### src/rtl/csa_pkg.sv
// Shared constants, helpers and beat type for the pipelined carry-select adder.
// Optional subtract support is enabled with CSA_PIPE_SUB_EN (see csa_pipe).
package csa_pkg;

  localparam int CSA_WIDTH     = 32;
  localparam int CSA_SEG       = 8;
  localparam int CSA_STAGES    = 2;
  localparam int N_SEG         = CSA_WIDTH / CSA_SEG;
  localparam int SEG_PER_STAGE = N_SEG / CSA_STAGES;

  function automatic int clog2(input int value);
    int r;
    r = 0;
    while ((1 << r) < value) r++;
    return r;
  endfunction

  // One pipeline beat at the default width: skewed operands, partial sum, carry.
  typedef struct packed {
    logic                 valid;
    logic [CSA_WIDTH-1:0] a;
    logic [CSA_WIDTH-1:0] b;
    logic [CSA_WIDTH-1:0] sum;
    logic                 carry;
  } beat_t;

endpackage

### src/rtl/csa_pipe_if.sv
// Valid/ready operand and result channels of csa_pipe.
// op_sub exists only when CSA_PIPE_SUB_EN is defined.
interface csa_pipe_if import csa_pkg::*; #(
  parameter int WIDTH = CSA_WIDTH
);
  logic             in_valid;
  logic             in_ready;
  logic [WIDTH-1:0] a;
  logic [WIDTH-1:0] b;
  logic             c_in;
`ifdef CSA_PIPE_SUB_EN
  logic             op_sub;
`endif
  logic             out_valid;
  logic             out_ready;
  logic [WIDTH-1:0] s;
  logic             c_out;
  logic             ovf;

  modport master (
    output in_valid, a, b, c_in,
`ifdef CSA_PIPE_SUB_EN
    output op_sub,
`endif
    output out_ready,
    input  in_ready, out_valid, s, c_out, ovf
  );

  modport slave (
    input  in_valid, a, b, c_in,
`ifdef CSA_PIPE_SUB_EN
    input  op_sub,
`endif
    input  out_ready,
    output in_ready, out_valid, s, c_out, ovf
  );
endinterface

### src/rtl/csa_seg.sv
// One carry-select segment: two ripple adds (carry 0 / carry 1) and a select mux.
module csa_seg import csa_pkg::*; #(
  parameter int SEG = CSA_SEG
) (
  input  logic [SEG-1:0] a,
  input  logic [SEG-1:0] b,
  input  logic           cin,
  output logic [SEG-1:0] sum,
  output logic           cout
);
  logic [SEG:0] r0;
  logic [SEG:0] r1;

  assign r0   = {1'b0, a} + {1'b0, b};
  assign r1   = {1'b0, a} + {1'b0, b} + (SEG+1)'(1);
  assign sum  = cin ? r1[SEG-1:0] : r0[SEG-1:0];
  assign cout = cin ? r1[SEG] : r0[SEG];
endmodule

### src/rtl/csa_pipe.sv
// Pipelined carry-select adder with elastic valid/ready stages.
// Define CSA_PIPE_SUB_EN to add the op_sub input (a - b).
module csa_pipe import csa_pkg::*; #(
  parameter int WIDTH  = CSA_WIDTH,
  parameter int SEG    = CSA_SEG,
  parameter int STAGES = CSA_STAGES
) (
  input logic       clk,
  input logic       rst,
  csa_pipe_if.slave bus
);
  localparam int SL  = WIDTH / STAGES;
  localparam int SPS = SL / SEG;

  logic [WIDTH-1:0]  b_eff;
  logic              cin_eff;
  logic [STAGES-1:0] vld, load, v_src, c_src, stage_co;
  logic [STAGES-1:0] c_q;
  logic [WIDTH-1:0]  a_src [STAGES];
  logic [WIDTH-1:0]  b_src [STAGES];
  logic [WIDTH-1:0]  s_src [STAGES];
  logic [WIDTH-1:0]  sum_n [STAGES];
  logic [WIDTH-1:0]  a_sk  [STAGES];
  logic [WIDTH-1:0]  b_sk  [STAGES];
  logic [WIDTH-1:0]  sum_q [STAGES];
  logic              ovf_n, ovf_q;

`ifdef CSA_PIPE_SUB_EN
  assign b_eff   = bus.op_sub ? ~bus.b : bus.b;
  assign cin_eff = bus.op_sub ? 1'b1 : bus.c_in;
`else
  assign b_eff   = bus.b;
  assign cin_eff = bus.c_in;
`endif

  // Ready ripples back from the output; a stage loads when empty or draining.
  always_comb begin
    load = '0;
    load[STAGES-1] = !vld[STAGES-1] | bus.out_ready;
    for (int k = STAGES - 2; k >= 0; k--) load[k] = !vld[k] | load[k+1];
  end

  always_comb begin
    a_src[0] = bus.a;
    b_src[0] = b_eff;
    s_src[0] = '0;
    c_src[0] = cin_eff;
    v_src[0] = bus.in_valid;
    for (int k = 1; k < STAGES; k++) begin
      a_src[k] = a_sk[k-1];
      b_src[k] = b_sk[k-1];
      s_src[k] = sum_q[k-1];
      c_src[k] = c_q[k-1];
      v_src[k] = vld[k-1];
    end
  end

  // Operands and sum shift down by one slice per stage, so each stage always
  // works on bits [SL-1:0] of its source and the finished sum lands aligned.
  for (genvar k = 0; k < STAGES; k++) begin : g_stg
    logic [SL-1:0] ss;

    for (genvar j = 0; j < SPS; j++) begin : g_seg
      logic ci, co;
      if (j == 0) begin : g_c0
        assign ci = c_src[k];
      end else begin : g_cn
        assign ci = g_seg[j-1].co;
      end
      csa_seg #(.SEG(SEG)) u_seg (
        .a    (a_src[k][j*SEG +: SEG]),
        .b    (b_src[k][j*SEG +: SEG]),
        .cin  (ci),
        .sum  (ss[j*SEG +: SEG]),
        .cout (co)
      );
    end

    assign stage_co[k] = g_seg[SPS-1].co;
    assign sum_n[k]    = (s_src[k] >> SL) | (WIDTH'(ss) << (WIDTH - SL));

    if (k == STAGES - 1) begin : g_ovf
      assign ovf_n = a_src[k][SL-1] ^ b_src[k][SL-1] ^ ss[SL-1] ^ stage_co[k];
    end
  end

  always_ff @(posedge clk) begin
    if (rst) begin
      vld   <= '0;
      c_q   <= '0;
      ovf_q <= 1'b0;
      for (int k = 0; k < STAGES; k++) begin
        a_sk[k]  <= '0;
        b_sk[k]  <= '0;
        sum_q[k] <= '0;
      end
    end else begin
      for (int k = 0; k < STAGES; k++) begin
        if (load[k]) begin
          vld[k]   <= v_src[k];
          c_q[k]   <= stage_co[k];
          sum_q[k] <= sum_n[k];
          a_sk[k]  <= a_src[k] >> SL;
          b_sk[k]  <= b_src[k] >> SL;
        end
      end
      if (load[STAGES-1]) ovf_q <= ovf_n;
    end
  end

  assign bus.in_ready  = load[0];
  assign bus.out_valid = vld[STAGES-1];
  assign bus.s         = sum_q[STAGES-1];
  assign bus.c_out     = c_q[STAGES-1];
  assign bus.ovf       = ovf_q;
endmodule

### src/flat_wrapper.sv
// flat-port wrapper written by rule: the top's interface ports become plain ports
module csa_pipe_flat import csa_pkg::*;
#(
  parameter int WIDTH  = CSA_WIDTH,
  parameter int SEG    = CSA_SEG,
  parameter int STAGES = CSA_STAGES
)
  (clk, rst, bus_in_valid, bus_a, bus_b, bus_c_in, bus_out_ready, bus_in_ready, bus_out_valid, bus_s, bus_c_out, bus_ovf);
  csa_pipe_if #(.WIDTH(WIDTH)) bus_i ();
  input logic clk;
  input logic rst;
  input wire logic [$bits(bus_i.in_valid)-1:0] bus_in_valid;
  input wire logic [$bits(bus_i.a)-1:0] bus_a;
  input wire logic [$bits(bus_i.b)-1:0] bus_b;
  input wire logic [$bits(bus_i.c_in)-1:0] bus_c_in;
  input wire logic [$bits(bus_i.out_ready)-1:0] bus_out_ready;
  output wire logic [$bits(bus_i.in_ready)-1:0] bus_in_ready;
  output wire logic [$bits(bus_i.out_valid)-1:0] bus_out_valid;
  output wire logic [$bits(bus_i.s)-1:0] bus_s;
  output wire logic [$bits(bus_i.c_out)-1:0] bus_c_out;
  output wire logic [$bits(bus_i.ovf)-1:0] bus_ovf;
  assign bus_i.in_valid = bus_in_valid;
  assign bus_i.a = bus_a;
  assign bus_i.b = bus_b;
  assign bus_i.c_in = bus_c_in;
  assign bus_i.out_ready = bus_out_ready;
  assign bus_in_ready = bus_i.in_ready;
  assign bus_out_valid = bus_i.out_valid;
  assign bus_s = bus_i.s;
  assign bus_c_out = bus_i.c_out;
  assign bus_ovf = bus_i.ovf;
  csa_pipe #(.WIDTH(WIDTH), .SEG(SEG), .STAGES(STAGES)) u_core (.clk(clk), .rst(rst), .bus(bus_i));
endmodule
### config.mk
export PLATFORM = sky130hd
export DESIGN_NAME = csa_pipe_flat
export DESIGN_NICKNAME = d
export VERILOG_FILES = /design/src/rtl/csa_pkg.sv /design/src/rtl/csa_pipe_if.sv /design/src/rtl/csa_seg.sv /design/src/rtl/csa_pipe.sv /design/src/flat_wrapper.sv
export SDC_FILE = /design/constraint.sdc
export NUM_CORES = 1
export LEC_CHECK = 0
export BUFFER_PORTS_ARGS = -buffer_cell sky130_fd_sc_hd__buf_2
export CELL_PAD_IN_SITES_DETAIL_PLACEMENT = 0
export CELL_PAD_IN_SITES_GLOBAL_PLACEMENT = 1
export CORE_MARGIN = 2
export CORE_UTILIZATION = 44
export DETAILED_ROUTE_END_ITERATION = 7
export GPL_TIMING_DRIVEN = 0
export MAX_ROUTING_LAYER = met4
export PLACE_DENSITY_LB_ADDON = 0.1
export SYNTH_ARGS = -nofsm -noshare
export SYNTH_HDL_FRONTEND = slang
export SYNTH_SLANG_ARGS = --single-unit
### constraint.sdc
create_clock -name clk -period 3.86 [get_ports clk]
set_input_delay 0.579 -clock clk [delete_from_list [all_inputs] [get_ports clk]]
set_output_delay 0.579 -clock clk [all_outputs]
set_load 0.03 [all_outputs]
==> out/metrics.yaml, run 1 <==
core-area_um2: 11300
synth-seq-cells: 85
cts-root-buf: "clkbuf_16"
clk_path_buf_depth: 2
dpl.hpwl_um: 7740
grt_max_degree: 50
asyncSetResetFlopFracSynth_pct: 0
switching_power_uw: 754
synth_nets: 558
clk_pin_slew_ns: 0.07
r2r-start: "u_core.a_sk[0][0]$_SDFFCE_PN0P_"
fmax_mhz: 291
synth-main-ff-cell: "edfxtp_1"
min-delay-start: "bus_in_valid"
critPathKind: "input pin to register"
synth-edff-count: 80
p_clk_share_pct: 32.9
vias: 3628
r2r_slack_ns: 0.43
place.gp.congestion: 0.810
cts_tree: "done"
rr_worst_depth: 12
crit_arrival_ns: 3.54
rsz0062_at_grt: "no"
top_level_ports: 105
p_leak_uw: 0.00274
pre_cts_slack_ns: 0.0486
initial_utilization_pct: 44.9
final_nets: 672
finalSetupViolations: 0
seqPwrFrac_pct: 44.7
die_h_um: 111
drive_above_1_share_pct: 23.8
hold_path_depth: 3
syn_area_um2: 5080
grt_pass1_vias: 3428
port_buffers: 103
cp-start-kind: "input pin"
ys_seq_area_share_pct: 49.2
fp.dieW_um: 111
fin_util_pct: 53.5
hold_violations: 0
met2_usage_pct: 30.0
drt_iter0_markers: 143
use_met3_pct: 2.94
drtPass1Iterations: 4
grt_antenna_before_repair: 0
holdCritPathClass: "input pin to register"
vias_per_cell: 5.10
status: "finished, final reports clean"
min_to: "u_core.vld[0]$_SDFFE_PP0N_"
cts_resized: 0
cts.sinks: 85
synthTopCellsByArea: "edfxtp_1 47%, ha_1 8.9%, and2_1 6.5%"
grt-ovfl-total: 0
slew_viol_final: 0
ant_nets: 0
dp.cells: 695
routed_wirelength_um: 10100
ys_types: 54
worstPathMaxFanout: 9
fillers: 1014
worst_pin_slew_ns: 1.14
rows: 39
powerDensity_nw_per_um2: 418
p_sw_share_pct: 29.8
syn_inst: 449
diodes: 0
finalSetupTns_ns: 0
hold_buffers: 0
routedWlPerCell_um: 14.2
grtUsageMet1_pct: 19.3
finalNonFillerCells: 711
combPwrFrac_pct: 22.4
grt_first_pass_wirelength_um: 16300
fin_ws_ns: 0.419
slew_headroom_pct: 24.0
area_growth_pct: 19.3
post_cts.repair.setup_buffers: 0
syn_area_per_cell_um2: 11.3
cts_buffers: 9
h-tree-depth: 3
synth_top_area_share_pct: 47.3
top_usage_layer: "met2"
grt_usage_pct: 17.0
max_cap_viol_count: 0
finalCritPeriodShare_pct: 89.2
synth_top_area_cell: "edfxtp_1"
worst_ep_required_time_ns: 3.95
die-area_um2: 12400
clock-skew-final_ns: 0.00570
clk_latency_ns: 0.34
drc: 0
reg2reg_to: "u_core.bus.ovf$_SDFFE_PP0P_"
holdWs_ns: 0.446
min_period_ns: 3.44
vdd_drop_max_mv: 0.219
setup.worst_path.end_class: "register"
yosys_warnings: 0
internal_power_uw: 1780
cells in the final DEF, fill, tap and decap left out, types with 2 or more instances in the layout:
| cell | instances |
|---|---|
| a211o_1 | 3 |
| a21o_1 | 9 |
| a21oi_1 | 32 |
| a31o_2 | 2 |
| a31oi_1 | 4 |
| and2_1 | 53 |
| and3_1 | 7 |
| and3b_1 | 2 |
| buf_2 | 104 |
| clkbuf_1 | 9 |
| clkbuf_16 | 9 |
| dfxtp_1 | 5 |
| edfxtp_1 | 80 |
| fa_1 | 4 |
| ha_1 | 36 |
| inv_1 | 11 |
| inv_6 | 4 |
| mux2i_1 | 5 |
| nand2_1 | 22 |
| nand2b_1 | 4 |
| nand3_1 | 11 |
| nand3b_1 | 3 |
| nand4_1 | 6 |
| nor2_1 | 43 |
| nor2b_1 | 4 |
| nor3_1 | 4 |
| nor3b_1 | 2 |
| o2111ai_1 | 2 |
| o21a_1 | 4 |
| o21ai_0 | 3 |
| o21bai_1 | 7 |
| o22ai_1 | 4 |
| o31ai_1 | 2 |
| or2_2 | 2 |
| or4_1 | 2 |
| xnor2_1 | 23 |
| xor2_1 | 18 |
layer usage:
| metal | wire length (µm) | part of all wire [%] |
|---|---|---|
| met1 | 4340 | 43 |
| met2 | 5210 | 52 |
| met3 | 343 | 3.4 |
| met4 | 223 | 2.2 |
| met5 | 0 | 0 |
cells in the mapped netlist, types with 4 or more instances:
cell      number
a21o_1         9
a21oi_1       32
a31oi_1        4
and2_1        53
and3_1         7
clkbuf_1       9
dfxtp_1        5
edfxtp_1      80
fa_1           4
ha_1          36
inv_1         11
mux2i_1        5
nand2_1       22
nand2b_1       5
nand3_1       11
nand4_1        6
nor2_1        43
nor2b_1        4
nor3_1         4
o21a_1         4
o21bai_1       7
o22ai_1        4
xnor2_1       23
xor2_1        18
critical path: stages:
cell	delay, ns
buf_2	0.10
ha_1	0.21
fa_1	0.40
a21o_1	0.17
a21oi_1	0.21
o21bai_1	0.10
a21oi_1	0.23
xnor2_1	0.22
nand4_1	0.20
nor2_1	0.15
xor2_1	0.56
a31oi_1	0.16
a41o_1	0.23
flip-flops by register name, indices dropped and copies added (netlist names):
signal          count
u_core.a_sk        16
u_core.b_sk        16
u_core.bus.ovf      1
u_core.c_q          2
u_core.sum_q       48
u_core.vld          2
per-stage QoR:
step           area (µm²)  total power [µW]
6_report             6060              2530
5_1_grt              6060              2650
4_1_cts              6060              2550
3_5_place_dp         5780              1720
2_1_floorplan        5080              1570
3_3_place_gp         5780              1710
worst max-delay path by stage:
stage                         from                                 to  cells past startpoint
final                     bus_b[0]  u_core.sum_q[0][31]$_SDFFCE_PN0P_                     13
after CTS                 bus_b[0]  u_core.sum_q[0][31]$_SDFFCE_PN0P_                     13
after detailed placement  bus_b[0]  u_core.sum_q[0][31]$_SDFFCE_PN0P_                     13
after global placement    bus_b[0]  u_core.sum_q[0][31]$_SDFFCE_PN0P_                     13
after global routing      bus_b[0]  u_core.sum_q[0][31]$_SDFFCE_PN0P_                     13
after floorplan           bus_b[0]  u_core.sum_q[0][30]$_SDFFCE_PN0P_                     12
logic make-up after synthesis:
logic type                 Yosys count  share of synthesized area [%]
and+or+nand+nor                    172                           18.4
DFF                                 85                           49.2
AOI/OAI and AO/OA                   82                           11.5
muxes                                5                          0.985
xor gates and xnor gates            42                           7.61
buffers and inverters               23                           1.87
adders and majority gates           40                           10.4
power by group through the flow:
stage                     sequential, µW  clock (µW)  combinational, µW
after global routing                1140         882                628
final                               1130         832                566
after global placement              1150           0                557
after detailed placement            1150           0                569
after floorplan                     1230           0                338
after CTS                           1130         839                572
area by class of cell:
cell class / count / area (µm²) / share of cell area [%]
Buffer: 12 / 53.8 / 0.888
Clock buffer: 9 / 225 / 3.72
Clock inverter: 7 / 56.3 / 0.929
Inverter: 11 / 41.3 / 0.681
Multi-Input combinational cell: 341 / 2490 / 41.0
Sequential cell: 85 / 2500 / 41.3
Tap cell: 143 / 179 / 2.95
Timing Repair Buffer: 103 / 515 / 8.51
No activity file was read; power rests on OpenSTA's default activity.
==> run 2, diff against run 1 <==
--- a/config.mk
+++ b/config.mk
@@ -14,6 +14,7 @@
 export GPL_TIMING_DRIVEN = 0
 export MAX_ROUTING_LAYER = met4
 export PLACE_DENSITY_LB_ADDON = 0.1
+export REMOVE_ABC_BUFFERS = 1
 export SYNTH_ARGS = -nofsm -noshare
 export SYNTH_HDL_FRONTEND = slang
 export SYNTH_SLANG_ARGS = --single-unit
==> out/metrics.yaml, run 2 (synthesis gave the netlist of run 1 again) <==
port_buffers: 104
drive_above_1_share_pct: 24.4
cp_slowest_cell: "xor2_1"
rsz0062_at_grt: "no"
cts_buffers: 9
finalNonFillerCells: 701
hold_violations: 0
grt_pass1_vias: 3459
grt_usage_pct: 17.0
drtPass1Iterations: 5
cts_resized: 0
top_level_ports: 105
area_growth_pct: 19.7
drt_iter0_markers: 143
ant_nets: 0
wl_met2_um: 4970
fin_ws_ns: 0.337
die-area_um2: 12400
worst_pin_slew_ns: 1.22
cp-start-kind: "input pin"
initial_utilization_pct: 44.9
clk_pin_slew_ns: 0.06
max_cap_viol_count: 0
crit_path_frequent_cell: "a21oi_1"
holdCritPathClass: "input pin to register"
min-delay-start: "bus_in_valid"
setup.worst_path.end_class: "register"
dp.cells: 685
worstPathMaxFanout: 9
slew_viol_final: 0
r2r_slack_ns: 0.44
clk_path_buf_depth: 2
grt-ovfl-total: 0
finalSetupTns_ns: 0
routed_wirelength_um: 9740
largest_register_ffs: 48
placed_area_um2: 5760
drc: 0
top_register: "u_core.sum_q"
rows: 39
fin_area_um2: 6080
cts_tree: "done"
clock-skew-final_ns: 0.00335
die_h_um: 111
crit_arrival_ns: 3.61
crit_chain: "buf_2, ha_1, fa_1, a21o_1, a21oi_1, o21bai_1, a21oi_1, xnor2_1, nand4_1, nor2_1, xor2_1, a31oi_1, a41o_1"
fmax_mhz: 284
status: "finished, final reports clean"
wl_met3_um: 331
powerDensity_nw_per_um2: 433
layout_common_cells: "104 x buf_2, 80 x edfxtp_1, 53 x and2_1, 43 x nor2_1, 36 x ha_1"
grt_antenna_before_repair: 0
grt_first_pass_wirelength_um: 16300
crit_start: "bus_b[0]"
layout_commonest_cell: "buf_2"
vdd_drop_max_mv: 0.248
routedWlPerCell_um: 13.9
p_leak_uw: 0.00275
diodes: 0
dpl.hpwl_um: 7320
reg.largest.list: "u_core.sum_q: 48 flops, u_core.a_sk: 16 flops, u_core.b_sk: 16 flops"
critPathKind: "input pin to register"
min_period_ns: 3.52
h-tree-depth: 3
fp.dieW_um: 111
cts.sinks: 85
vias: 3556
highest_layer: "met4"
cp_slowest_stage_delay_ns: 0.60
slew_headroom_pct: 18.3
reg2reg_to: "u_core.bus.ovf$_SDFFE_PP0P_"
rr_worst_depth: 11
post_cts.repair.setup_buffers: 0
hold_buffers: 0
endpoint: "u_core.sum_q[0][31]$_SDFFCE_PN0P_"
vias_per_cell: 5.07
cts-root-buf: "clkbuf_16"
worst_ep_required_time_ns: 3.95
finalCritPeriodShare_pct: 91.3
r2r-start: "u_core.a_sk[0][3]$_SDFFCE_PN0P_"
m1WireLength_um: 4230
grt_max_degree: 50
finalSetupViolations: 0
clk_latency_ns: 0.34
place.gp.congestion: 0.814
pre_cts_slack_ns: 0.00394
final_nets: 662
core-area_um2: 11300
[run 2: cell count changes in the layout (fill, tap and decap cells not counted), sizes merged]
cell and change:
buf -1, clkinv -1, clkbuf -9, inv -2
bufinv +2, clkinvlp +1
[run 2: power breakdown]
group | internal (µW) | total [µW] | switching [µW] | leakage (µW)
combinational | 224 | 563 | 339 | 0.00162
sequential | 1110 | 1130 | 25.8 | 0.000971
clock | 570 | 937 | 367 | 0.000152
[run 2: layer usage]
metal / track usage [%] / up-vias
li1: - / 1843
met2: 29.4 / 73
met1: 19.9 / 1628
met4: 6.26 / 0
met3: 2.99 / 12
met5: - / -
[run 2: worst max-delay path, delay by kind of cell]
kind	cells	cell delay (ns)
fa+ha+maj	2	0.61
buf+inv	1	0.10
xor+xnor	2	0.82
compound gates	6	1.13
simple gates	2	0.37
[run 2: worst min path at each step]
stage,cells after the start,slack [ns],to
final,3,0.45,u_core.vld[0]$_SDFFE_PP0N_
after global routing,3,0.46,u_core.vld[0]$_SDFFE_PP0N_
after CTS,3,0.44,u_core.vld[0]$_SDFFE_PP0N_
after detailed placement,1,0.50,u_core.sum_q[0][39]$_SDFFCE_PN0P_
after global placement,2,0.49,u_core.bus.ovf$_SDFFE_PP0P_
after floorplan,2,0.49,u_core.vld[1]$_SDFFE_PP0P_
[run 2: layout make-up]
| cell class | count | area [µm²] |
|---|---|---|
| flip-flops and latches | 85 | 2500 |
| well taps | 143 | 179 |
| multi-input cells | 341 | 2500 |
| repair buffers | 105 | 541 |
| clock buffers | 9 | 225 |
| clock inverters | 7 | 97.6 |
| fillers | 1010 | 5240 |
| inverters | 11 | 41.3 |
[run 2: stage by stage]
stage / util [%] / hold WS [ns] / total power (µW)
global placement: 50.6 / 0.493 / 1700
floorplan: - / 0.486 / 1560
finish: 53.7 / 0.450 / 2630
detailed placement: 50.9 / 0.503 / 1720
CTS: 53.7 / 0.442 / 2660
global route: 53.7 / 0.464 / 2760
==> run 3, diff against run 2 <==
--- a/config.mk
+++ b/config.mk
@@ -9,7 +9,7 @@
 export CELL_PAD_IN_SITES_DETAIL_PLACEMENT = 0
 export CELL_PAD_IN_SITES_GLOBAL_PLACEMENT = 1
 export CORE_MARGIN = 2
-export CORE_UTILIZATION = 44
+export CORE_UTILIZATION = 45
 export DETAILED_ROUTE_END_ITERATION = 7
 export GPL_TIMING_DRIVEN = 0
 export MAX_ROUTING_LAYER = met4
@@ -17,4 +17,5 @@
 export REMOVE_ABC_BUFFERS = 1
 export SYNTH_ARGS = -nofsm -noshare
 export SYNTH_HDL_FRONTEND = slang
+export SYNTH_HIERARCHICAL = 1
 export SYNTH_SLANG_ARGS = --single-unit
==> out/metrics.yaml, run 3 <==
ant_nets: 0
syn_inst: 425
synth-edff-count: 80
yosys-top-cells-count: "80 x edfxtp_1, 50 x and2_4, 36 x ha_1"
synth_top_area_cell: "edfxtp_1"
synth_most_common_cell: "edfxtp_1"
max_cap_viol_count: 0
finalSetupViolations: 0
syn_area_per_cell_um2: 12.6
fin_area_um2: 6520
holdWs_ns: 0.470
power_uw: 2710
syn_area_um2: 5360
cp-start-kind: "register"
drive_above_1_share_pct: 41.4
dp.cells: 664
p_leak_uw: 0.00290
slew_viol_final: 0
rsz0062_at_grt: "yes"
fp.dieW_um: 113
setup.worst_path.end_class: "register"
clk_latency_ns: 0.34
min-delay-start: "bus_in_valid"
layout_commonest_cell: "buf_2"
worst_ep_required_time_ns: 4.11
largest_register_ffs: 48
synth_top_area_share_pct: 44.8
cts-root-buf: "clkbuf_16"
hold_buffers: 0
cts_buffers: 9
min_period_ns: 3.73
worstPathMaxFanout: 4
r2r-start: "u_core/a_sk[0][0]$_SDFFCE_PN0P_"
violations: "DRC"
initial_utilization_pct: 46.5
reg.largest.list: "u_core/sum_q: 48 flops, u_core/a_sk: 16 flops, u_core/b_sk: 16 flops"
rows: 39
finalNonFillerCells: 695
r2r_slack_ns: 0.13
vias: 3455
cts.sinks: 85
ys_types: 39
asyncSetResetFlopFracSynth_pct: 0
powerDensity_nw_per_um2: 415
fillers: 1012
holdCritPathClass: "input pin to register"
h-tree-depth: 3
finalCritPeriodShare_pct: 96.6
routedWlPerCell_um: 13.1
drt_iter0_markers: 97
area_growth_pct: 21.7
synthTopCellsByArea: "edfxtp_1 45%, ha_1 8.4%, and2_4 8.2%"
grt_usage_pct: 15.1
drc: 4
top_register: "u_core/sum_q"
grt_first_pass_wirelength_um: 14800
clock-skew-final_ns: 0.00517
synth-seq-cells: 85
port_buffers: 104
vias_per_cell: 4.97
die_h_um: 113
fmax_mhz: 268
final_nets: 656
vdd_drop_max_mv: 0.200
cts_tree: "done"
hold_violations: 0
routed_wirelength_um: 9120
die-area_um2: 12800
layout_common_cells: "104 x buf_2, 80 x edfxtp_1, 51 x and2_4, 32 x ha_1"
slew_headroom_pct: 18.8
crit_start: "u_core/a_sk[0][0]$_SDFFCE_PN0P_"
critPathKind: "register to register"
top_level_ports: 105
crit_arrival_ns: 3.98
grt_max_degree: 49
yosys_warnings: 6
clk_path_buf_depth: 2
grt_pass1_vias: 3349
placed_area_um2: 5980
worst_pin_slew_ns: 1.22
clk_pin_slew_ns: 0.06
dpl.hpwl_um: 6650
place.gp.congestion: 0.771
grt-ovfl-total: 0
ys_seq_area_share_pct: 46.7
status: "finished, violations left"
core-area_um2: 11500
synth-main-ff-cell: "edfxtp_1"
grt_antenna_before_repair: 1
drtPass1Iterations: 7
finalSetupTns_ns: 0
-- run 3: changes by cell type after synthesis, sizes merged, moves of 9 or more --
cell | previous run | this run
xnor2 | 24 | 33
a21o | 10 | 0
clkbuf | 9 | 0
o21ai | 3 | 12
and2 | 53 | 80
nand2 | 22 | 8
a21oi | 32 | 20
nor2 | 44 | 14
-- run 3: logic make-up (layout without fill, tap and decap cells) --
logic type / count (synthesis) / count (layout) / share of synthesized area, %
DFF: 85 / 85 / 46.7
other: 0 / 1 / 0
muxes: 9 / 9 / 1.77
and+or+nand+nor: 147 / 147 / 19.4
xor gates and xnor gates: 55 / 55 / 10.1
AOI/OAI and AO/OA: 61 / 61 / 8.92
adders and majority gates: 40 / 40 / 9.90
buffers and inverters: 28 / 154 / 3.22
-- run 3: metrics by stage --
step	util, %	setup WS, ns
6_report	56.6	0.131
5_1_grt	56.6	-0.0363
4_1_cts	55.4	0.00526
3_5_place_dp	51.9	-0.173
3_3_place_gp	51.7	-0.134
2_1_floorplan	-	0.263
-- run 3: path summary, 6_finish.rpt --
check | endpoint | depth (start not counted)
worst min register to register | u_core/vld[1]$_SDFFE_PP0P_ | 2
worst max register to register | u_core/bus.ovf$_SDFFE_PP0P_ | 15
worst max-delay path | u_core/bus.ovf$_SDFFE_PP0P_ | 15
worst min-delay path | u_core/vld[0]$_SDFFE_PP0P_ | 3
-- run 3: timing repair --
action | in CTS | in global routing
resized for setup | 4 | 19
cloned | 0 | 0
endpoints found under the setup margin | 1 | 3
pin swaps | 3 | 10
buffers inserted | 11 | 5
-- run 3: final cells by class --
cell class / instances / area (µm²) / share of cell area, %
multi-input combinational: 312 / 2810 / 43.0
sequential: 85 / 2500 / 38.4
clock buffer: 10 / 229 / 3.51
clock inverter: 5 / 76.3 / 1.17
inverter: 19 / 71.3 / 1.09
timing repair buffer: 120 / 653 / 10.0
antenna: 1 / 2.50 / 0.0384
tap: 143 / 179 / 2.74
-- run 3: layer usage --
layer | vias up | global-route usage, % | share of wire (%)
li1 | 1766 | - | -
met1 | 1594 | 16.3 | 40
met2 | 80 | 26.6 | 52
met3 | 15 | 2.52 | 4.6
met4 | 0 | 7.80 | 2.9
met5 | - | - | 0
-- run 3: report_power, final --
part	total [µW]	switching [µW]	leakage (µW)	internal, µW
clock network	891	331	0.000146	559
logic	673	358	0.00178	315
registers	1140	29.3	0.000971	1110
-- run 3: worst max-delay path: stages (launching register included) --
cell and delay, ns:
edfxtp_1 0.37, ha_2 0.20, fa_2 0.38, a21oi_4 0.18, o2111ai_2 0.17, o311ai_4 0.13, nand4_1 0.16, or3_1 0.33
o211ai_1 0.20, and4_1 0.31, nand3_2 0.10, or3b_4 0.40, xor2_2 0.16, xor2_1 0.18, xnor2_1 0.15, a211oi_1 0.19
